[src/rtl/data_unpack_gen_if.sv]
// data_unpack_gen_if: word-in / symbol-out stream bundle for the unpacker
interface data_unpack_gen_if #(
  parameter int IN_W  = 32,
  parameter int OUT_W = 7
);
  logic                         valid_in;
  logic                         ready_out;
  logic [IN_W-1:0]              data_in;
  logic                         sop_in;
  logic                         eop_in;
  logic                         valid_out;
  logic                         ready_in;
  logic [OUT_W-1:0]             data_out;
  logic                         sop_out;
  logic                         eop_out;
  logic [$clog2(OUT_W+1)-1:0]   bits_out;
  logic                         pkt_err;
  modport slave (
    input  valid_in, data_in, sop_in, eop_in, ready_in,
    output ready_out, valid_out, data_out, sop_out, eop_out, bits_out, pkt_err
  );
  modport master (
    output valid_in, data_in, sop_in, eop_in, ready_in,
    input  ready_out, valid_out, data_out, sop_out, eop_out, bits_out, pkt_err
  );
endinterface

[src/rtl/data_unpack_gen.sv]
// data_unpack_gen: packetised IN_W-bit word to OUT_W-bit symbol unpacker, MSB first
module data_unpack_gen #(
  parameter int  IN_W  = 32,
  parameter int  OUT_W = 7,
  localparam int CW    = $clog2(IN_W + OUT_W)
) (
  input logic clk,
  input logic rst,
  data_unpack_gen_if.slave bus
);
  localparam int BW  = IN_W + OUT_W - 1;
  localparam int BOW = $clog2(OUT_W + 1);
  localparam logic [CW-1:0] IW = CW'(IN_W);
  localparam logic [CW-1:0] OW = CW'(OUT_W);
  typedef enum logic [1:0] {IDLE, PKT, FLUSH} state_t;
  state_t          state_q, state_d;
  logic [BW-1:0]   buf_q, buf_d;
  logic [CW-1:0]   cnt_q, cnt_d;
  logic            sop_q, sop_d;
  logic            err_q, err_d;
  logic            acc, xfer, last;
  logic [BW-1:0]   ext;
  assign bus.ready_out = (state_q != FLUSH) && (cnt_q < OW);
  assign bus.valid_out = (cnt_q >= OW) || (state_q == FLUSH && cnt_q != '0);
  assign last          = (state_q == FLUSH) && (cnt_q <= OW);
  assign bus.eop_out   = bus.valid_out && last;
  assign bus.sop_out   = bus.valid_out && sop_q;
  assign bus.data_out  = buf_q[BW-1 -: OUT_W];
  assign bus.bits_out  = !bus.valid_out ? '0 : (cnt_q >= OW) ? BOW'(OUT_W) : BOW'(cnt_q);
  assign bus.pkt_err   = err_q;
  assign acc           = bus.valid_in && bus.ready_out;
  assign xfer          = bus.valid_out && bus.ready_in;
  // incoming word left-aligned in the buffer; shifted right by cnt it lands just below the held bits
  assign ext           = BW'(bus.data_in) << (OUT_W - 1);
  // next state: word accept and symbol transfer are mutually exclusive, so one branch each
  always_comb begin
    state_d = state_q;
    buf_d   = buf_q;
    cnt_d   = cnt_q;
    sop_d   = sop_q;
    err_d   = 1'b0;
    if (acc) begin
      err_d = (state_q == IDLE) != bus.sop_in;
      if (bus.sop_in) begin
        buf_d   = ext;
        cnt_d   = IW;
        sop_d   = 1'b1;
        state_d = bus.eop_in ? FLUSH : PKT;
      end else if (state_q == PKT) begin
        buf_d   = buf_q | (ext >> cnt_q);
        cnt_d   = cnt_q + IW;
        state_d = bus.eop_in ? FLUSH : PKT;
      end
    end else if (xfer) begin
      buf_d   = buf_q << OUT_W;
      cnt_d   = cnt_q - ((cnt_q < OW) ? cnt_q : OW);
      sop_d   = 1'b0;
      state_d = last ? IDLE : state_q;
    end
  end
  // state, buffer and flag registers
  always_ff @(posedge clk or negedge rst) begin
    if (!rst) begin
      state_q <= IDLE;
      buf_q   <= '0;
      cnt_q   <= '0;
      sop_q   <= 1'b0;
      err_q   <= 1'b0;
    end else begin
      state_q <= state_d;
      buf_q   <= buf_d;
      cnt_q   <= cnt_d;
      sop_q   <= sop_d;
      err_q   <= err_d;
    end
  end
endmodule
[src/flat_wrapper.sv]
// flat-port wrapper written by rule: the top's interface ports become plain ports
module data_unpack_gen_flat 
#(
  parameter int  IN_W  = 32,
  parameter int  OUT_W = 7,
  localparam int CW    = $clog2(IN_W + OUT_W)
)
  (clk, rst, bus_valid_in, bus_data_in, bus_sop_in, bus_eop_in, bus_ready_in, bus_ready_out, bus_valid_out, bus_data_out, bus_sop_out, bus_eop_out, bus_bits_out, bus_pkt_err);
  data_unpack_gen_if #(.IN_W(IN_W), .OUT_W(OUT_W)) bus_i ();
  input logic clk;
  input logic rst;
  input wire logic [$bits(bus_i.valid_in)-1:0] bus_valid_in;
  input wire logic [$bits(bus_i.data_in)-1:0] bus_data_in;
  input wire logic [$bits(bus_i.sop_in)-1:0] bus_sop_in;
  input wire logic [$bits(bus_i.eop_in)-1:0] bus_eop_in;
  input wire logic [$bits(bus_i.ready_in)-1:0] bus_ready_in;
  output wire logic [$bits(bus_i.ready_out)-1:0] bus_ready_out;
  output wire logic [$bits(bus_i.valid_out)-1:0] bus_valid_out;
  output wire logic [$bits(bus_i.data_out)-1:0] bus_data_out;
  output wire logic [$bits(bus_i.sop_out)-1:0] bus_sop_out;
  output wire logic [$bits(bus_i.eop_out)-1:0] bus_eop_out;
  output wire logic [$bits(bus_i.bits_out)-1:0] bus_bits_out;
  output wire logic [$bits(bus_i.pkt_err)-1:0] bus_pkt_err;
  assign bus_i.valid_in = bus_valid_in;
  assign bus_i.data_in = bus_data_in;
  assign bus_i.sop_in = bus_sop_in;
  assign bus_i.eop_in = bus_eop_in;
  assign bus_i.ready_in = bus_ready_in;
  assign bus_ready_out = bus_i.ready_out;
  assign bus_valid_out = bus_i.valid_out;
  assign bus_data_out = bus_i.data_out;
  assign bus_sop_out = bus_i.sop_out;
  assign bus_eop_out = bus_i.eop_out;
  assign bus_bits_out = bus_i.bits_out;
  assign bus_pkt_err = bus_i.pkt_err;
  data_unpack_gen #(.IN_W(IN_W), .OUT_W(OUT_W)) u_core (.clk(clk), .rst(rst), .bus(bus_i));
endmodule
[config.mk]
export PLATFORM = sky130hd
export DESIGN_NAME = data_unpack_gen_flat
export DESIGN_NICKNAME = d
export VERILOG_FILES = /design/src/rtl/data_unpack_gen_if.sv /design/src/rtl/data_unpack_gen.sv /design/src/flat_wrapper.sv
export SDC_FILE = /design/constraint.sdc
export NUM_CORES = 1
export LEC_CHECK = 0
export ABC_AREA = 1
export BUFFER_PORTS_ARGS = -buffer_cell sky130_fd_sc_hd__buf_2
export CORE_AREA = 2 2 96 98
export CTS_CLUSTER_SIZE = 28
export DETAILED_ROUTE_END_ITERATION = 6
export DIE_AREA = 0 0 98 100
export GPL_ROUTABILITY_DRIVEN = 0
export HOLD_SLACK_MARGIN = 0.02
export PLACE_DENSITY = 0.83
export SLEW_MARGIN = 20
export SYNTH_ARGS = -nofsm -noshare
export SYNTH_HDL_FRONTEND = slang
export SYNTH_SLANG_ARGS = --single-unit
[constraint.sdc]
create_clock -name clk -period 4.91 [get_ports clk]
set_clock_uncertainty 0.2 [all_clocks]
set_input_delay 0.491 -clock clk [delete_from_list [all_inputs] [get_ports clk]]
set_output_delay 0.491 -clock clk [all_outputs]
set_load 0.01 [all_outputs]
Word level (Yosys, flattened, before mapping)
Index checks and enable logic that the tools add are counted.

operators by class
  $add $sub $neg = 2
  order comparisons = 3
  eq/ne operators = 6
  shift-type cells = 1
  muxes and demuxes = 21
  bitwise logic cells = 1
  reduce and logical (&&, ||, !) cells = 15

operator list
  kind                 count
  $mux 38              4
  $or 38x38->38        1
  $shr 38x6->38        1
  $mux 6               5
  $mux 2               6
  $logic_and 1x1->1    7
  $add 6x6->6 const B  1
  $ge 6x3->1 const B   1
  $le 6x3->1 const B   1
  $lt 6x3->1 const B   1
  $mux 3               2
  $reduce_bool 6->1    1
  $sub 6x6->6          1
  $mux 1               4
  $ne 2x2->1 const B   2
  $reduce_and 2->1     2
  $reduce_bool 2->1    2
  $ne 3x3->1 const B   1
  $reduce_and 3->1     1
  $eq 2x1->1 const B   1
  $eq 2x2->1 const B   1
  $logic_not 2->1      1
  $logic_or 1x1->1     1
  $ne 1x1->1           1

storage, ports and cells
  bits in registers = 48
  logic and storage cells = 54

Logic depth before layout (Yosys ltp)
Gate-level depths: netlist of the first run.

  depth after elaboration = 6
  depth in mapped cells = 15

Worst setup path after synthesis of the first run
OpenSTA, ideal clock, no wires.

  kind = register -> register
  start point = reg u_core.cnt_q[1]
  end point = reg u_core.cnt_q[2]
  setup time = 0.137 ns
  data arrival time = 1.519 ns
  data required time = 4.573 ns
  path slack = 3.055 ns
  stages on the path, launching flop included = 10
  clock period less this slack = 1.855 ns
  cells stage by stage = dfrtp_1 buf_2 inv_2 buf_4 buf_2 nand2_1 ha_1 or2_2 nand4_1 o21ai_0

on the way
  longest elaborated chain between the ends = 6
  elaborated cells between the ends (all ways) = 18
  classes of those cells = add/sub (2); order compare (2); eq/ne (1); mux (5); reduce/logical (8)

ends and longest elaborated chain
  item                                                                line                   RTL
  from (decl)                                                         data_unpack_gen.sv:18  logic [CW-1:0] cnt_q, cnt_d;
  from (signal assigned)                                              data_unpack_gen.sv:72  cnt_q <= cnt_d;
  parallel branches: the longest is 6 deep, another holds $lt 6x3->1  --

Parallel ways; which one is timed is not known. The select of a mux whose other input is x is not followed.
A chain may end at the register's enable or synchronous reset.

Worst setup path in the final report of the first run
  start point = reg u_core.cnt_q[3]
  end point = reg u_core.buf_q[31]

on the way
  longest elaborated chain between the ends = 6
  elaborated cells between the ends (all ways) = 16
  classes of those cells = order compare (2); eq/ne (1); shift (1); mux (3); bitwise (1); reduce/logical (8)

ends and longest elaborated chain
  item                                                                   line                   RTL
  parallel branches: the longest is 6 deep, another holds $shr 38x6->38  --
  to (signal assigned)                                                   data_unpack_gen.sv:71  buf_q <= buf_d;
  to (decl)                                                              data_unpack_gen.sv:17  logic [BW-1:0] buf_q, buf_d;

Parallel ways; which one is timed is not known. The select of a mux whose other input is x is not followed.

==> impl_results.md, run 1 <==
- Top cells by count, synth: 259 x nand2_1, 185 x nand3_1, 48 x dfrtp_1
- Sink Count: 48
- R2R Setup Slk: 1940 ps
- Die height: 100 µm
- Number of synthesized register bits: 48
- Worst-Skew Late Latency: 310 ps
- Io pins: 53
- CP endpoint kind: flop
- Routed wl met3: 1.49 mm
- Initial Util: 50.8%
- Synth area leader: dfrtp_1
- Post-Layout Cell Count: 862
- Post-cts sizing count: 0
- Cells after DPL: 854
- WHS: -25.5 ps
- Post-Synth XOR/XNOR Area: 0.388%
- Mapped Cells: 737
- Fmax: 0.337 GHz
- PortBufs: 52
- Number of synthesized flops with an enable pin: 0
- Post-CTS setup repair buffer count: 0
- Post-synth top area share: 26.6%
- Worst-path clk slew: 100 ps
- Core Area: 0.00889 mm²
- Total grt overflow: 0
- First-pass GRT wire length: 23.0 mm
- Largest family of logic cells by synthesized area: simple AND/OR/NAND/NOR gates
- Syn nets: 776
- Failing checks: negative hold slack
- Post-route ant nets: 0
- Status: finished, violations left
- Synth Area in Simple Gates: 48.6%
- Initial antenna violation count: 0
- Maximum buffer depth of the clock tree: 2
- Metal-1 WL: 5.89 mm
- Period Utilization, post-route: 60.5%
- Synth area leaders: dfrtp_1 27%, nand2_1 22%, nand3_1 21%
- Worst Path Required: 4900 ps
- Post-synthesis adder-cell area fraction: 0.277%
- Routed length per instance: 17.0 µm
- Nets: 789
- RSZ-0062 raised after global routing: false
- Leakage: 2.44 nW
- Synth Area in Compound Gates: 11.9%
- Met2 WL post-DR: 6.37 mm
- Count leader, synth: nand2_1
- Design Power: 3.18 mW
- Startpoint types: flop
- Count of pins over their slew limit: 0
- Post-synthesis cell type count: 40
- Sequential-to-total area share from yosys stat: 26.6%
- Routed wire length: 14.7 mm
- CP Launch Point: u_core.cnt_q[3]$_DFFE_PN0P_
- Final Setup Violations: 0
- Min-delay worst type: in2async
- CP max FO: 26
- Cts hold-fix bufs: 0
- Crit path DAT: 2960 ps
- Vias/cell: 6.14
- Max-cap violations: 0
- Mux cell area share after synthesis: 0%
- Remaining DRCs: 0
- IR drop worst, VDD: 0.429 mV
- Vias: 5289
- Rows: 35
- Pre-Repair DR Iteration Count: 7
- Die Span X: 98 µm
- Root buf cell: clkbuf_8
- H-tree Lvls: 2
- Slew of the pin with the lowest slew margin: 927 ps
- Area of the die: 0.00980 mm²
- Diode count: 0
- DP HPWL: 11.1 mm
- Fraction of registers with async set/reset: 100%
- TritonCTS clock tree: done
- Critical Path Sink: u_core.buf_q[31]$_DFFE_PN0P_
- Fin Setup TNS: 0 ps
- Crit Path Class: reg2reg
- Top_reg_cell synth: dfrtp_1
- Total CTS buffers: 5
- Yosys warns: 0
- 1st-iter DRT viols: 739
- Origin of the critical flop-to-flop path: u_core.cnt_q[3]$_DFFE_PN0P_
- Worst reg2reg path depth: 10
- Max Used Layer: met4
- Largest net degree at the start of global routing: 49
- Synth-to-layout area growth: 4.68%
- Relative max-transition margin: 37.9%
- Layout cells sized above 1: 12.1%
- Avg Cell Area, Syn: 6.13 µm²
- Vias in the first global route: 4626
- Mapped cell area: 0.00451 mm²
- GRT Util Overall: 29.2%
- PwrDens: 674 mW/mm²
- Post-layout min period: 2970 ps
- Final Hold Viols: 7
- R2r endpoint: u_core.buf_q[31]$_DFFE_PN0P_
## flip-flops by register name, indices dropped and copies added (netlist names)
signal,count
u_core.sop_q,1
u_core.bus.pkt_err,1
u_core.cnt_q,6
u_core.buf_q,38
u_core.state_q,2
## worst min-delay path by stage
stage / endpoint / slack (ps) / cells after the start
floorplan: u_core.buf_q[0]$_DFFE_PN0P_ / -5 / 0
global placement: u_core.buf_q[18]$_DFFE_PN0P_ / 270 / 2
detailed placement: u_core.buf_q[7]$_DFFE_PN0P_ / 270 / 2
CTS: u_core.buf_q[33]$_DFFE_PN0P_ / 220 / 1
global route: u_core.buf_q[26]$_DFFE_PN0P_ / 40 / 1
finish: u_core.buf_q[26]$_DFFE_PN0P_ / -30 / 1
## cell usage in the layout, fill, tap and decap left out, types with 2 or more instances in the layout
master      n
a21oi_1    29
a22oi_1     3
a31oi_1     2
a32oi_1     2
buf_2      51
buf_4       5
clkbuf_8    6
clkinv_1    4
dfrtp_1    48
inv_1      47
inv_2       5
inv_4       2
nand2_1   259
nand2_4     4
nand3_1   185
nand4_1     2
nor2_1     21
nor2_8      3
nor3_1      2
o211ai_1   16
o21ai_0    19
o21ai_1    16
o21ai_2     2
or2_2       2
xor2_1      2
## worst max-delay path, cell delays in order (launching register included)
cell and delay, ps:
dfrtp_1 530, inv_2 410, nand2_4 160, nor2_8 170, nand3_4 130, nor2_8 370
nand2_4 140, nand2_4 290, inv_4 160, a22oi_1 190, nand2_1 70
## cells by family (layout without fill, tap and decap cells)
logic type | Yosys count | after routing
simple gates | 484 | 484
buf+inv | 110 | 124
fa+ha+maj | 1 | 1
xor+xnor | 2 | 2
compound gates | 92 | 92
flops | 48 | 48
## stage by stage
step	worst slack [ps]	area, µm²	util (%)
finish	1940	4730	53.2
global route	1790	4730	53.2
CTS	2000	4720	53.1
detailed placement	2010	4630	52.1
global placement	2130	4630	52.1
floorplan	3050	4510	-
## power breakdown
group | switching, mW | internal [mW] | total [mW]
clock network | 0.137 | 0.115 | 0.252
registers | 0.118 | 0.541 | 0.659
logic | 1.59 | 0.681 | 2.27
## routing by layer
metal	vias up	global-route usage, %
met5	-	0
met4	0	16.2
met3	74	4.87
met2	370	45.7
met1	2381	38.7
li1	2464	-
## layout make-up
class	instances	area, µm²
Sequential cell	48	1200
Timing Repair Buffer	56	293
Clock buffer	7	86.3
Inverter	60	236
Fill cell	930	4160
Multi-Input combinational cell	579	2760
Clock inverter	1	7.51
Tap cell	111	139
Power figures use the tool's default switching activity.
==> inputs of run 2 (changes only) <==
--- a/config.mk
+++ b/config.mk
@@ -5,15 +5,15 @@
 export SDC_FILE = /design/constraint.sdc
 export NUM_CORES = 1
 export LEC_CHECK = 0
-export ABC_AREA = 1
+export ABC_AREA = 0
 export BUFFER_PORTS_ARGS = -buffer_cell sky130_fd_sc_hd__buf_2
-export CORE_AREA = 2 2 96 98
+export CORE_AREA = 2 2 95 97
 export CTS_CLUSTER_SIZE = 28
 export DETAILED_ROUTE_END_ITERATION = 6
-export DIE_AREA = 0 0 98 100
+export DIE_AREA = 0 0 97 99
 export GPL_ROUTABILITY_DRIVEN = 0
 export HOLD_SLACK_MARGIN = 0.02
-export PLACE_DENSITY = 0.83
+export PLACE_DENSITY = 0.84
 export SLEW_MARGIN = 20
 export SYNTH_ARGS = -nofsm -noshare
 export SYNTH_HDL_FRONTEND = slang
==> constraint.sdc (replaced) <==
create_clock -name clk -period 3.1 [get_ports clk]
set_clock_uncertainty 0.2 [all_clocks]
set_input_delay 0.31 -clock clk [delete_from_list [all_inputs] [get_ports clk]]
set_output_delay 0.31 -clock clk [all_outputs]
set_load 0.01 [all_outputs]
==> run 2 against run 1 <==
- the flow now finishes without violations
- final cell count decreased by 31%
- non-clock buffer count increased by 14
- clock-buffer cell count unchanged
- synthesized area decreased by 1.2%
- synthesized cell count decreased by 38%
- combinational power increased by 68%
- routed wire length decreased by 4.6%
- largest cell class unchanged
- global-route usage decreased by 0.38 points
==> impl_results.md, run 2 <==
- Synth area leader: dfrtp_1
- Critical-path top delay cell: mux4_2
- PwrDens: 1120 mW/mm²
- Top cells by count, synth: 49 x nand2_1, 48 x dfrtp_1, 39 x mux2i_1
- Root buf cell: clkbuf_8
- Fmax: 0.334 GHz
- Rows: 34
- Sink Count: 48
- Startpoint types: flop
- RSZ-0062 raised after global routing: false
- Worst-Skew Late Latency: 310 ps
- Final Setup Violations: 0
- R2r endpoint: u_core.buf_q[4]$_DFFE_PN0P_
- Most common cell after layout, fill and taps aside: buf_2
- Leakage: 2.01 nW
- Max FFs per register: 38
- TritonCTS clock tree: done
- CP endpoint kind: flop
- Remaining DRCs: 0
- WP buf/inv: 1
- Hold Crit Endpoint: u_core.buf_q[6]$_DFFE_PN0P_
- Top flop regs: u_core.buf_q: 38 flops, u_core.cnt_q: 6 flops, u_core.state_q: 2 flops
- Total grt overflow: 0
- Slew of the pin with the lowest slew margin: 1020 ps
- Avg Cell Area, Syn: 9.74 µm²
- Mapped Cells: 458
- Initial Util: 52.2%
- Crit Path Class: reg2reg
- Vias/cell: 7.40
- Die height: 99 µm
- Mapped cell area: 0.00446 mm²
- Core Area: 0.00855 mm²
- Largest net degree at the start of global routing: 54
- Fin Setup TNS: 0 ps
- 1st-iter DRT viols: 862
- Synth area leaders: dfrtp_1 27%, mux4_2 14%, mux2i_1 8.8%
- Synth Area in Compound Gates: 23.7%
- Initial antenna violation count: 0
- CP cell instances: buf_12, mux4_2, mux2i_1, mux2i_1, a2111oi_0, nor2_1
- Sequential-to-total area share from yosys stat: 26.9%
- Register area: 0.00120 mm²
- Count leader, synth: nand2_1
- CP max FO: 41
- Mux cell area share after synthesis: 28.2%
- Yosys warns: 0
- Routed length per instance: 23.5 µm
- Post-Synth XOR/XNOR Area: 0.393%
- Crit path DAT: 2980 ps
- Area of the die: 0.00960 mm²
- Largest Register: u_core.buf_q
- Vias in the first global route: 4127
- DP HPWL: 10.0 mm
- Min-delay worst type: in2reg
- Syn nets: 497
- Diode count: 0
- Delay-heaviest family, CP: multiplexers
- GRT Util Overall: 28.8%
- Vias: 4411
- Post-route ant nets: 0
- Fraction of registers with async set/reset: 100%
- Largest family of logic cells by synthesized area: multiplexers
- Area of the multi-input gates: 0.00299 mm²
- Fillers: 723
- Synth Area in Simple Gates: 14.1%
- R2R Setup Slk: 110 ps
- Worst-path clk slew: 90 ps
- First-pass GRT wire length: 22.4 mm
- Total CTS buffers: 5
- Die Span X: 97 µm
- Pre-Repair DR Iteration Count: 7
- Post-layout min period: 2990 ps
- Worst Hold Depth: 3
- H-tree Lvls: 2
- Critical path depth in cells: 6
- Relative max-transition margin: 31.9%
- Number of synthesized register bits: 48
- IR drop worst, VDD: 0.426 mV
- Routed wire length: 14.0 mm
- Worst Path Required: 3090 ps
- Final Hold Viols: 0
- Origin of the critical flop-to-flop path: u_core.cnt_q[0]$_DFFE_PN0P_
- Nets: 526
- Count of pins over their slew limit: 0
- Layout cells sized above 1: 28.7%
- HP Start: bus_data_in[0]
- Synth-to-layout area growth: 9.79%
- Worst reg2reg path depth: 6
- PortBufs: 52
- Maximum buffer depth of the clock tree: 2
- Period Utilization, post-route: 96.4%
- Post-synthesis adder-cell area fraction: 0.281%
- Io pins: 53
- Most frequent cells in the layout: 52 x buf_2, 49 x nand2_1, 46 x dfrtp_1, 39 x mux2i_1
- WHS: 134 ps
- Top_reg_cell synth: dfrtp_1
- Max-cap violations: 0
- Number of synthesized flops with an enable pin: 0
- CP dominant cell by count: mux2i_1
- Post-synthesis cell type count: 63
- Status: finished, final reports clean
- Post-CTS setup repair buffer count: 0
- Post-synth top area share: 26.9%
- Critical path's largest stage delay: 570 ps
==> run 2: timing repair <==
| item | 4_1_cts | 5_1_grt |
|---|---|---|
| resized for setup | 0 | 0 |
| hold endpoints to repair | 32 | 0 |
| hold buffers | 2 | 0 |
==> run 2: worst max-delay path by stage <==
stage / start / endpoint / slack [ps]
after floorplan: u_core.cnt_q[2]$_DFFE_PN0P_ / u_core.buf_q[4]$_DFFE_PN0P_ / 820
after CTS: u_core.cnt_q[0]$_DFFE_PN0P_ / u_core.buf_q[4]$_DFFE_PN0P_ / 250
after detailed placement: u_core.cnt_q[0]$_DFFE_PN0P_ / u_core.buf_q[4]$_DFFE_PN0P_ / 280
after global placement: u_core.cnt_q[0]$_DFFE_PN0P_ / u_core.buf_q[4]$_DFFE_PN0P_ / 270
final: u_core.cnt_q[0]$_DFFE_PN0P_ / u_core.buf_q[4]$_DFFE_PN0P_ / 110
after global routing: u_core.cnt_q[0]$_DFFE_PN0P_ / u_core.buf_q[4]$_DFFE_PN0P_ / 100
==> run 2: worst reg2reg max path: stages, from the launching register on <==
cell	delay (ps)
dfrtp_2	540
buf_12	310
mux4_2	590
mux2i_1	460
mux2i_1	240
a2111oi_0	450
nor2_1	90
==> run 2: final cells by class <==
| type | count | share of cell area [%] |
|---|---|---|
| tap | 108 | 2.76 |
| multi-input combinational | 360 | 61.0 |
| sequential | 48 | 24.6 |
| timing repair buffer | 70 | 8.94 |
| clock inverter | 1 | 0.613 |
| clock buffer | 7 | 1.97 |
| inverter | 2 | 0.153 |
==> run 2: through the flow <==
step / std cells / power (mW) / instance area [µm²] / util [%] / worst slack, ps
2_1_floorplan: 458 / 3.96 / 4460 / - / 818
3_3_place_gp: 586 / 4.74 / 4750 / 55.5 / 271
3_5_place_dp: 586 / 4.82 / 4750 / 55.5 / 276
4_1_cts: 596 / 5.34 / 4900 / 57.3 / 250
5_1_grt: 596 / 5.76 / 4900 / 57.3 / 104
6_report: 596 / 5.49 / 4900 / 57.3 / 110
==> run 2: logic make-up after synthesis <==
kind of cell,after synthesis
DFF,48
muxes,88
adders and majority gates,1
AOI/OAI and AO/OA,142
and+or+nand+nor,127
xor gates and xnor gates,2
buffers and inverters,50
==> run 2: metal layers <==
metal	part of all wire [%]	global-route usage, %	vias up
met4	5.1	11.1	0
met5	0	2.05	-
met2	44	43.4	399
met1	38	40.1	2069
li1	-	-	1857
met3	13	7.45	86
==> run 2: where the power goes <==
part	internal (mW)	switching (mW)	leakage, nW
clock network	0.285	0.222	0.0645
logic	1.63	2.18	1.34
registers	0.916	0.251	0.606
==> inputs of run 3 (changes only) <==
==> constraint.sdc (replaced) <==
create_clock -name clk -period 3.1 [get_ports clk]
set_clock_uncertainty 0.2 [all_clocks]
set_input_delay 0.31 -clock clk [delete_from_list [all_inputs] [get_ports clk]]
set_output_delay 0.31 -clock clk [all_outputs]
set_load 0.1 [all_outputs]
==> run 3 against run 2 <==
- hold slack gained 6.7 ps
- register-to-register slack gained 190 ps
- power grew 17%
- core utilization grew 1.1 points
- clock power shrank 8.3%
- non-clock buffer count grew 4
- sequential cell count is the same
- final cell count grew 0.67%
- die area is the same
- design area grew 2.0%
- critical path type unchanged
- largest cell class unchanged
- highest routed layer unchanged
==> impl_results.md, run 3 (same netlist as run 2, synthesis figures left out) <==
- Leakage: 2.04 nW
- Root buf cell: clkbuf_8
- Delay-heaviest family, CP: multiplexers
- Total CTS buffers: 5
- Worst-Skew Late Latency: 310 ps
- IR drop worst, VDD: 0.739 mV
- Io pins: 53
- WP buf/inv: 1
- Largest net degree at the start of global routing: 54
- Die height: 99 µm
- Die Span X: 97 µm
- Worst Hold Depth: 3
- Sink Count: 48
- Post-Layout Cell Count: 600
- Min-delay worst type: in2reg
- CP max FO: 15
- Register area: 0.00120 mm²
- Setup ws final: 298 ps
- CP dominant cell by count: o21ai_0
- Startpoint types: flop
- Critical path's largest stage delay: 960 ps
- Vias/cell: 7.53
- Hold Crit Endpoint: u_core.buf_q[20]$_DFFE_PN0P_
- Routed length per instance: 24.9 µm
- CP Launch Point: u_core.cnt_q[0]$_DFFE_PN0P_
- Critical-path top delay cell: mux2i_1
- First-pass GRT wire length: 23.6 mm
- Crit path DAT: 2820 ps
- Crit Path Class: reg2reg
- Relative max-transition margin: 21.9%
- Final Setup Violations: 0
- Maximum buffer depth of the clock tree: 2
- GRT Util Overall: 30.8%
- Origin of the critical flop-to-flop path: u_core.cnt_q[0]$_DFFE_PN0P_
- Cells after DPL: 590
- H-tree Lvls: 2
- Post-cts sizing count: 0
- Area after DPL: 0.00486 mm²
- Post-route cell area: 0.00499 mm²
- Fmax: 0.357 GHz
- Final Util: 58.4%
- Largest Register: u_core.buf_q
- Max-cap violations: 0
- Vias in the first global route: 4273
- Slew of the pin with the lowest slew margin: 1140 ps
- Worst-path clk slew: 100 ps
- Rows: 34
- Remaining DRCs: 0
- Worst Path Required: 3120 ps
- Area of the multi-input gates: 0.00299 mm²
- R2R Setup Slk: 300 ps
- Period Utilization, post-route: 90.4%
- Area of the die: 0.00960 mm²
- Routed wire length: 14.9 mm
- Count of pins over their slew limit: 0
- Vias: 4516
- Status: finished, final reports clean
- Diode count: 0
- Total grt overflow: 0
- Nets: 530
- Post-layout min period: 2800 ps
- Post-route ant nets: 0
- Top flop regs: u_core.buf_q: 38 flops, u_core.cnt_q: 6 flops, u_core.state_q: 2 flops
- Most frequent cells in the layout: 49 x nand2_1, 47 x buf_2, 46 x dfrtp_1, 39 x mux2i_1
- Synth-to-layout area growth: 12.0%
- R2r endpoint: u_core.buf_q[21]$_DFFE_PN0P_
- Worst reg2reg path depth: 6
- WHS: 140 ps
- PwrDens: 1290 mW/mm²
- Max FFs per register: 38
- CP cell instances: nand3_1, nand3_2, inv_2, mux2i_1, o21ai_0, o21ai_0
- Initial Util: 52.2%
- HP Start: bus_data_in[14]
- Final Hold Viols: 0
- Most common cell after layout, fill and taps aside: nand2_1
- Pre-Repair DR Iteration Count: 5
- Initial antenna violation count: 0
- DP HPWL: 10.6 mm
- TritonCTS clock tree: done
- RSZ-0062 raised after global routing: false
- 1st-iter DRT viols: 1011
- Pre-CTS WS: 389 ps
- PortBufs: 52
- Layout cells sized above 1: 29.7%
- Core Area: 0.00855 mm²
- Fillers: 703
- CP endpoint kind: flop
[run 3: changes by cell type in the layout (fill, tap and decap cells not counted)]
cell / before / now
buf_12: 3 / 8
buf_2: 52 / 47
buf_4: 13 / 17
clkbuf_8: 7 / 5
clkinv_2: 0 / 1
clkinvlp_4: 0 / 1
nor2_1: 22 / 21
nor2_2: 1 / 2
nor3_1: 5 / 4
nor3_2: 1 / 2
[run 3: report_power, final]
group	switching, mW	internal (mW)	total (mW)
Clock	0.226	0.239	0.465
Sequential	0.274	0.916	1.19
Combinational	2.98	1.81	4.79
Total	3.48	2.97	6.44
[run 3: how the worst max path moves through the flow]
| stage | slack (ps) | depth (start not counted) | endpoint |
|---|---|---|---|
| 6_report | 300 | 6 | u_core.buf_q[21]$_DFFE_PN0P_ |
| 5_1_grt | 150 | 6 | u_core.buf_q[4]$_DFFE_PN0P_ |
| 4_1_cts | 370 | 6 | u_core.buf_q[6]$_DFFE_PN0P_ |
| 3_5_place_dp | 390 | 6 | u_core.buf_q[6]$_DFFE_PN0P_ |
| 3_3_place_gp | 470 | 6 | u_core.buf_q[1]$_DFFE_PN0P_ |
| 2_1_floorplan | -370 | 7 | bus_sop_out |
[run 3: what timing repair did]
| item | CTS | global route |
|---|---|---|
| hold buffers | 0 | 2 |
| setup endpoints to repair | 0 | 0 |
| setup buffers | 0 | 0 |
| hold endpoints to repair | 0 | 49 |
[run 3: worst reg2reg max path, cell delays in order (launching register included)]
cell     delay, ps
dfrtp_2        580
nand3_1        200
nand3_2        150
inv_2          210
mux2i_1        960
o21ai_0        190
o21ai_0        220
[run 3: layer usage]
metal  GRT usage, %  share of wire (%)
met3           8.44                 16
met4           11.6                4.9
met1           42.1                 35
met2           47.3                 44
met5              0                  0
[run 3: final cells by class]
type | count | area share [%]
Multi-Input combinational cell | 360 | 59.9
Timing Repair Buffer | 74 | 10.9
Sequential cell | 48 | 24.1
Tap cell | 108 | 2.71
Clock buffer | 5 | 1.38
Inverter | 2 | 0.150
Clock inverter | 3 | 0.852
[run 3: stage by stage]
stage | TNS (ps) | power, mW
after floorplan | -519 | 4.66
after global placement | 0 | 5.67
after detailed placement | 0 | 5.81
after CTS | 0 | 6.28
after global routing | 0 | 6.71
final | 0 | 6.44
